==> src/rtl/func_arbiter_pkg.sv <==
// Shared types for the function arbiter return path.
// Holds the ROB entry layout and the pointer-full helper used by func_ret_rob.
package func_arbiter_pkg;

    localparam int RET_DW    = 32;
    localparam int PTR_MAX_W = 16;

    typedef struct packed {
        logic              alloc;
        logic              done;
        logic [RET_DW-1:0] dat;
    } rob_entry_t;

    // Pointers carry a wrap bit above the index; full means only that bit differs.
    function automatic logic rob_full(input logic [PTR_MAX_W-1:0] head,
                                      input logic [PTR_MAX_W-1:0] tail,
                                      input int                   seq_w);
        logic [PTR_MAX_W-1:0] wrap_only;
        wrap_only = {{(PTR_MAX_W-1){1'b0}}, 1'b1} << seq_w;
        return (head ^ tail) == wrap_only;
    endfunction

endpackage

==> src/rtl/func_ret_rob.sv <==
// Return-path reorder buffer: holds out-of-order arbiter returns and
// releases them to the caller strictly in tag-allocation order.
module func_ret_rob #(
    parameter  int CALL_SEQ_W = 2,
    localparam int ROB_W      = 1 << CALL_SEQ_W,
    parameter  int RET_DW     = func_arbiter_pkg::RET_DW
) (
    input  logic                  clk,
    input  logic                  rstn,
    input  logic                  flush,
    input  logic                  alloc_req,
    output logic                  alloc_rdy,
    output logic [CALL_SEQ_W-1:0] alloc_seq,
    input  logic                  ret_vld,
    input  logic [CALL_SEQ_W-1:0] ret_seq,
    input  logic [RET_DW-1:0]     ret_dat,
    output logic                  out_vld,
    output logic [RET_DW-1:0]     out_dat,
    output logic [CALL_SEQ_W-1:0] out_seq,
    input  logic                  out_rdy,
    output logic [CALL_SEQ_W:0]   occupancy,
    output logic                  err
);
    import func_arbiter_pkg::*;

    localparam int PTR_W = CALL_SEQ_W + 1;

    logic [PTR_W-1:0]      head_q, head_d;
    logic [PTR_W-1:0]      tail_q, tail_d;
    logic [ROB_W-1:0]      alloc_q, alloc_d;
    logic [ROB_W-1:0]      done_q, done_d;
    logic                  err_q, err_d;
    logic [RET_DW-1:0]     data_q [ROB_W];

    logic [CALL_SEQ_W-1:0] head_idx;
    logic [CALL_SEQ_W-1:0] tail_idx;
    logic                  do_alloc;
    logic                  do_pop;
    logic                  ret_legal;
    rob_entry_t            head_ent;

    assign head_idx = head_q[CALL_SEQ_W-1:0];
    assign tail_idx = tail_q[CALL_SEQ_W-1:0];
    assign head_ent = {alloc_q[head_idx], done_q[head_idx], data_q[head_idx]};

    // alloc_rdy looks only at registered pointers, so a same-cycle pop never frees a slot early.
    assign alloc_rdy = !rob_full(PTR_MAX_W'(head_q), PTR_MAX_W'(tail_q), CALL_SEQ_W);
    assign alloc_seq = tail_idx;
    assign out_vld   = head_ent.alloc & head_ent.done;
    assign out_dat   = head_ent.dat;
    assign out_seq   = head_idx;
    assign occupancy = tail_q - head_q;
    assign err       = err_q;

    assign do_alloc  = alloc_req & alloc_rdy;
    assign do_pop    = out_vld & out_rdy;
    assign ret_legal = ret_vld & alloc_q[ret_seq] & ~done_q[ret_seq];

    always_comb begin
        head_d  = head_q;
        tail_d  = tail_q;
        alloc_d = alloc_q;
        done_d  = done_q;
        err_d   = 1'b0;
        if (flush) begin
            head_d  = '0;
            tail_d  = '0;
            alloc_d = '0;
            done_d  = '0;
        end else begin
            err_d = ret_vld & ~ret_legal;
            if (ret_legal) begin
                done_d[ret_seq] = 1'b1;
            end
            // A legal return never targets the popped head (already done) nor the tail (not yet allocated).
            if (do_pop) begin
                alloc_d[head_idx] = 1'b0;
                done_d[head_idx]  = 1'b0;
                head_d            = head_q + 1'b1;
            end
            if (do_alloc) begin
                alloc_d[tail_idx] = 1'b1;
                done_d[tail_idx]  = 1'b0;
                tail_d            = tail_q + 1'b1;
            end
        end
    end

    always_ff @(posedge clk or negedge rstn) begin
        if (!rstn) begin
            head_q  <= '0;
            tail_q  <= '0;
            alloc_q <= '0;
            done_q  <= '0;
            err_q   <= 1'b0;
        end else begin
            head_q  <= head_d;
            tail_q  <= tail_d;
            alloc_q <= alloc_d;
            done_q  <= done_d;
            err_q   <= err_d;
        end
    end

    always_ff @(posedge clk) begin
        if (ret_legal && !flush) begin
            data_q[ret_seq] <= ret_dat;
        end
    end

endmodule

==> config.mk <==
export PLATFORM = sky130hd
export DESIGN_NAME = func_ret_rob
export DESIGN_NICKNAME = d
export VERILOG_FILES = /design/src/rtl/func_arbiter_pkg.sv /design/src/rtl/func_ret_rob.sv
export SDC_FILE = /design/constraint.sdc
export NUM_CORES = 1
export LEC_CHECK = 0
export ABC_AREA = 1
export CAP_MARGIN = 20
export CORE_MARGIN = 1
export CORE_UTILIZATION = 59
export CTS_CLUSTER_DIAMETER = 100
export DETAILED_ROUTE_END_ITERATION = 8
export PLACE_DENSITY = 0.91
export SLEW_MARGIN = 20
export SYNTH_ARGS = -nofsm -noshare
export SYNTH_HDL_FRONTEND = slang
export SYNTH_SLANG_ARGS = --single-unit
==> constraint.sdc <==
create_clock -name clk -period 3.8 [get_ports clk]
set_input_delay 0.76 -clock clk [delete_from_list [all_inputs] [get_ports clk]]
set_output_delay 0.76 -clock clk [all_outputs]
set_load 0.05 [all_outputs]
==> results_dict.tcl <==
set metrics [dict create \
    cp.arrival_ns 2.64 \
    p_clk_share_pct 46.6 \
    overflow 0 \
    worstMarginPinSlew_ns 0.857 \
    synth_warnings 0 \
    avgViaCountPerCell 5.84 \
    avgSynthCellArea_um2 12.8 \
    hold_start "alloc_q[3]" \
    layout-drive-gt1-share_pct 18.2 \
    place_hpwl_um 7940 \
    io_pins 82 \
    clk_root_buffer_cell "clkbuf_8" \
    seq_power_share_pct 48.2 \
    crit_path_max_fanout 5 \
    synth_compound_area_share_pct 9.87 \
    yosysSeqAreaShare_pct 71.5 \
    max_cap_viol_count 0 \
    place_congestion 0.892 \
    min_period_ns 3.40 \
    regArea_um2 4220 \
    track_usage_pct 27.6 \
    finClkSkew_ns 0.0118 \
    p_per_area_nw_per_um2 487 \
    drv_slew 0 \
    ctsHoldBuffers 0 \
    grt_pass1_vias 3943 \
    die_area_um2 10400 \
    fin_nets 592 \
    fin_ws_ns 0.397 \
    setup_viol 0 \
    numPortBuffers 81 \
    grt_max_degree 70 \
    grt_pass1_wl_um 20600 \
    htree_levels 4 \
    n_fill_cell 541 \
    clk_latency_ns 0.53 \
    fin_crit_sh_pct 89.5 \
    critPathKind "flip-flop to output port" \
    clk_pin_slew_ns 0.06 \
    place_ws_ns 0.645 \
    drt-pass1-iter-count 6 \
    synth_adder_area_share_pct 2.46 \
    drc_errors 0 \
    rsz0062_at_grt "false" \
    leakagePower_nw 2.75 \
    peakVddDrop_mv 0.375 \
    swShare_pct 21.6 \
    synth_top_cell_area_share_pct 65.2 \
    synthXorXnorAreaFrac_pct 0.424 \
    clkSinkCount 143 \
    synth_area_leaders "edfxtp_1 (65%), dfrtp_1 (6.4%), o21ai_0 (4.8%)" \
    rrSetupSlack_ns 1.46 \
    syn-cell-area_um2 5900 \
    synthSimpleGateAreaFrac_pct 11.9 \
    synth_nets 510 \
    intPower_mw 2.83 \
    fmax_ghz 0.294 \
    drtAntennaViolNets 0 \
    finalHoldViolations 0 \
    critical_path.startpoint "tail_q[0]" \
    r2r_cells 8 \
    die_height_um 102 \
    vias 4009 \
    wl_per_cell_um 19.7 \
    fin_setup_tns_ns 0 \
    syn2layout_area_growth_pct 25.8 \
    drt_wl_total_um 13500 \
    holdPathStages 2 \
    cp-end-kind "output port" \
    finalPower_mw 3.62 \
    synthMuxAreaShare_pct 0 \
    yosys.area.top_type "edfxtp_1" \
    antenna_found_initial 0 \
    cts-resized-gates 0 \
    synth_top_family_by_area "simple AND/OR/NAND/NOR gates" \
    clk_path_buf_depth 2 \
    cts_tree "built" \
    synthDistinctLibCells 31 \
    n_antenna_cell 0 \
    num_rows 36 \
    critPathLaunchType "flip-flop" \
    crit_required_ns 3.04 \
    core_area_um2 9730 \
    slew-limit-headroom_pct 42.8 \
    hold_path.class "flip-flop to flip-flop" \
    syn_inst 459 \
    ys_ff_latch 143 \
    start_util_pct 60.6 \
    die_w_um 102 \
    status "completed" \
    power_frac_comb_pct 5.3 \
    p_switching_mw 0.782 \
    drt_iter0_markers 344 \
    regToRegStartpoint "head_q[1]" \
    multiInputGateArea_um2 1470 \
    numCtsBuffers 17 \
    cts_setup_buffers 0 \
]
flip-flops by register name (all words and copies together) (netlist names):
signal,flops
data_q,128
head_q,3
err,1
alloc_q,4
done_q,4
tail_q,3
through the flow:
step / hold WS [ns] / utilization (%) / cell area (um2) / instances
5_1_grt: 0.595 / 76.3 / 7420 / 687
4_1_cts: 0.579 / 76.3 / 7420 / 687
3_3_place_gp: 0.559 / 70.0 / 6820 / 655
6_report: 0.586 / 76.3 / 7420 / 687
3_5_place_dp: 0.563 / 70.0 / 6820 / 655
2_1_floorplan: 0.464 / - / 5900 / 459
power groups by stage:
stage / Sequential, mW / Combinational, mW / Clock, mW
after floorplan: 1.77 / 0.0918 / 0
after global placement: 1.77 / 0.180 / 0
after detailed placement: 1.77 / 0.185 / 0
after CTS: 1.74 / 0.189 / 1.69
after global routing: 1.74 / 0.203 / 1.75
final: 1.74 / 0.190 / 1.68
cells by family (layout without fill, tap and decap cells):
group	after synthesis	count (layout)
adder cells (fa/ha/maj)	11	11
buffers and inverters	50	145
AND/OR/NAND/NOR	146	146
AO/OA/AOI/OAI	107	107
XOR/XNOR	2	2
flip-flops	143	143
cells in the final DEF (no fill, tap or decap), types with 4 or more instances in the layout:
cell             instances
edfxtp_1               128
clkdlybuf4s50_1         47
nor2_4                   6
buf_4                   37
o21ai_0                 57
a21oi_1                  4
o22ai_1                 32
nand3_2                  5
inv_1                   18
nand3_1                 22
dfrtp_1                 14
nor2_1                  75
nand2_1                 25
ha_1                    10
buf_12                   6
inv_6                    4
o21ai_1                 12
clkbuf_16               16
worst paths after layout:
kind                                      to
worst max-delay path            occupancy[2]
worst min-delay path              alloc_q[3]
worst max register to register     tail_q[1]
worst min register to register    alloc_q[3]
max in group asynchronous          head_q[0]
min in group asynchronous          head_q[1]
synthesized netlist by cell type:
cell and instances:
clkinv_2 1, nor2_4 2, o21a_1 1, nor2_2 6, nand2_2 3, inv_1 18
ha_1 10, nand3_2 5, buf_2 8, edfxtp_1 128, clkbuf_1 13, nand2_1 25
nand2_4 3, nand3_1 22, fa_1 1, dfrtp_1 15, xor2_1 1, o21ai_0 57
o22ai_1 32, a21oi_1 4, o21ai_2 1, o21ai_1 12, nand4_2 1, inv_2 2
nand4_1 3, clkinv_1 2, nand4_4 1, xor2_2 1, buf_4 5, buf_6 1
nor2_1 75
cell type report:
type                       instances  share of cell area, %
inverter                          23                   1.18
clock buffer                      19                   5.82
multi-input combinational        266                   19.8
sequential                       143                   56.9
clock inverter                    13                   2.34
timing repair buffer              90                   11.7
tap                              133                   2.24
per-layer routing:
layer | vias up | track usage (%) | share of wire, %
met5 | - | 0 | 0
met4 | 0 | 10.3 | 1.5
li1 | 1825 | - | -
met2 | 247 | 46.8 | 53
met1 | 1916 | 35.2 | 38
met3 | 21 | 5.88 | 7.9
critical path, cell delays in order, from the launching register on:
cell and delay (ns):
dfrtp_1 0.40, inv_1 0.12, ha_1 0.23, fa_1 0.38
xor2_1 0.16, clkdlybuf4s50_1 0.83
No activity file was read; power rests on OpenSTA's default activity.
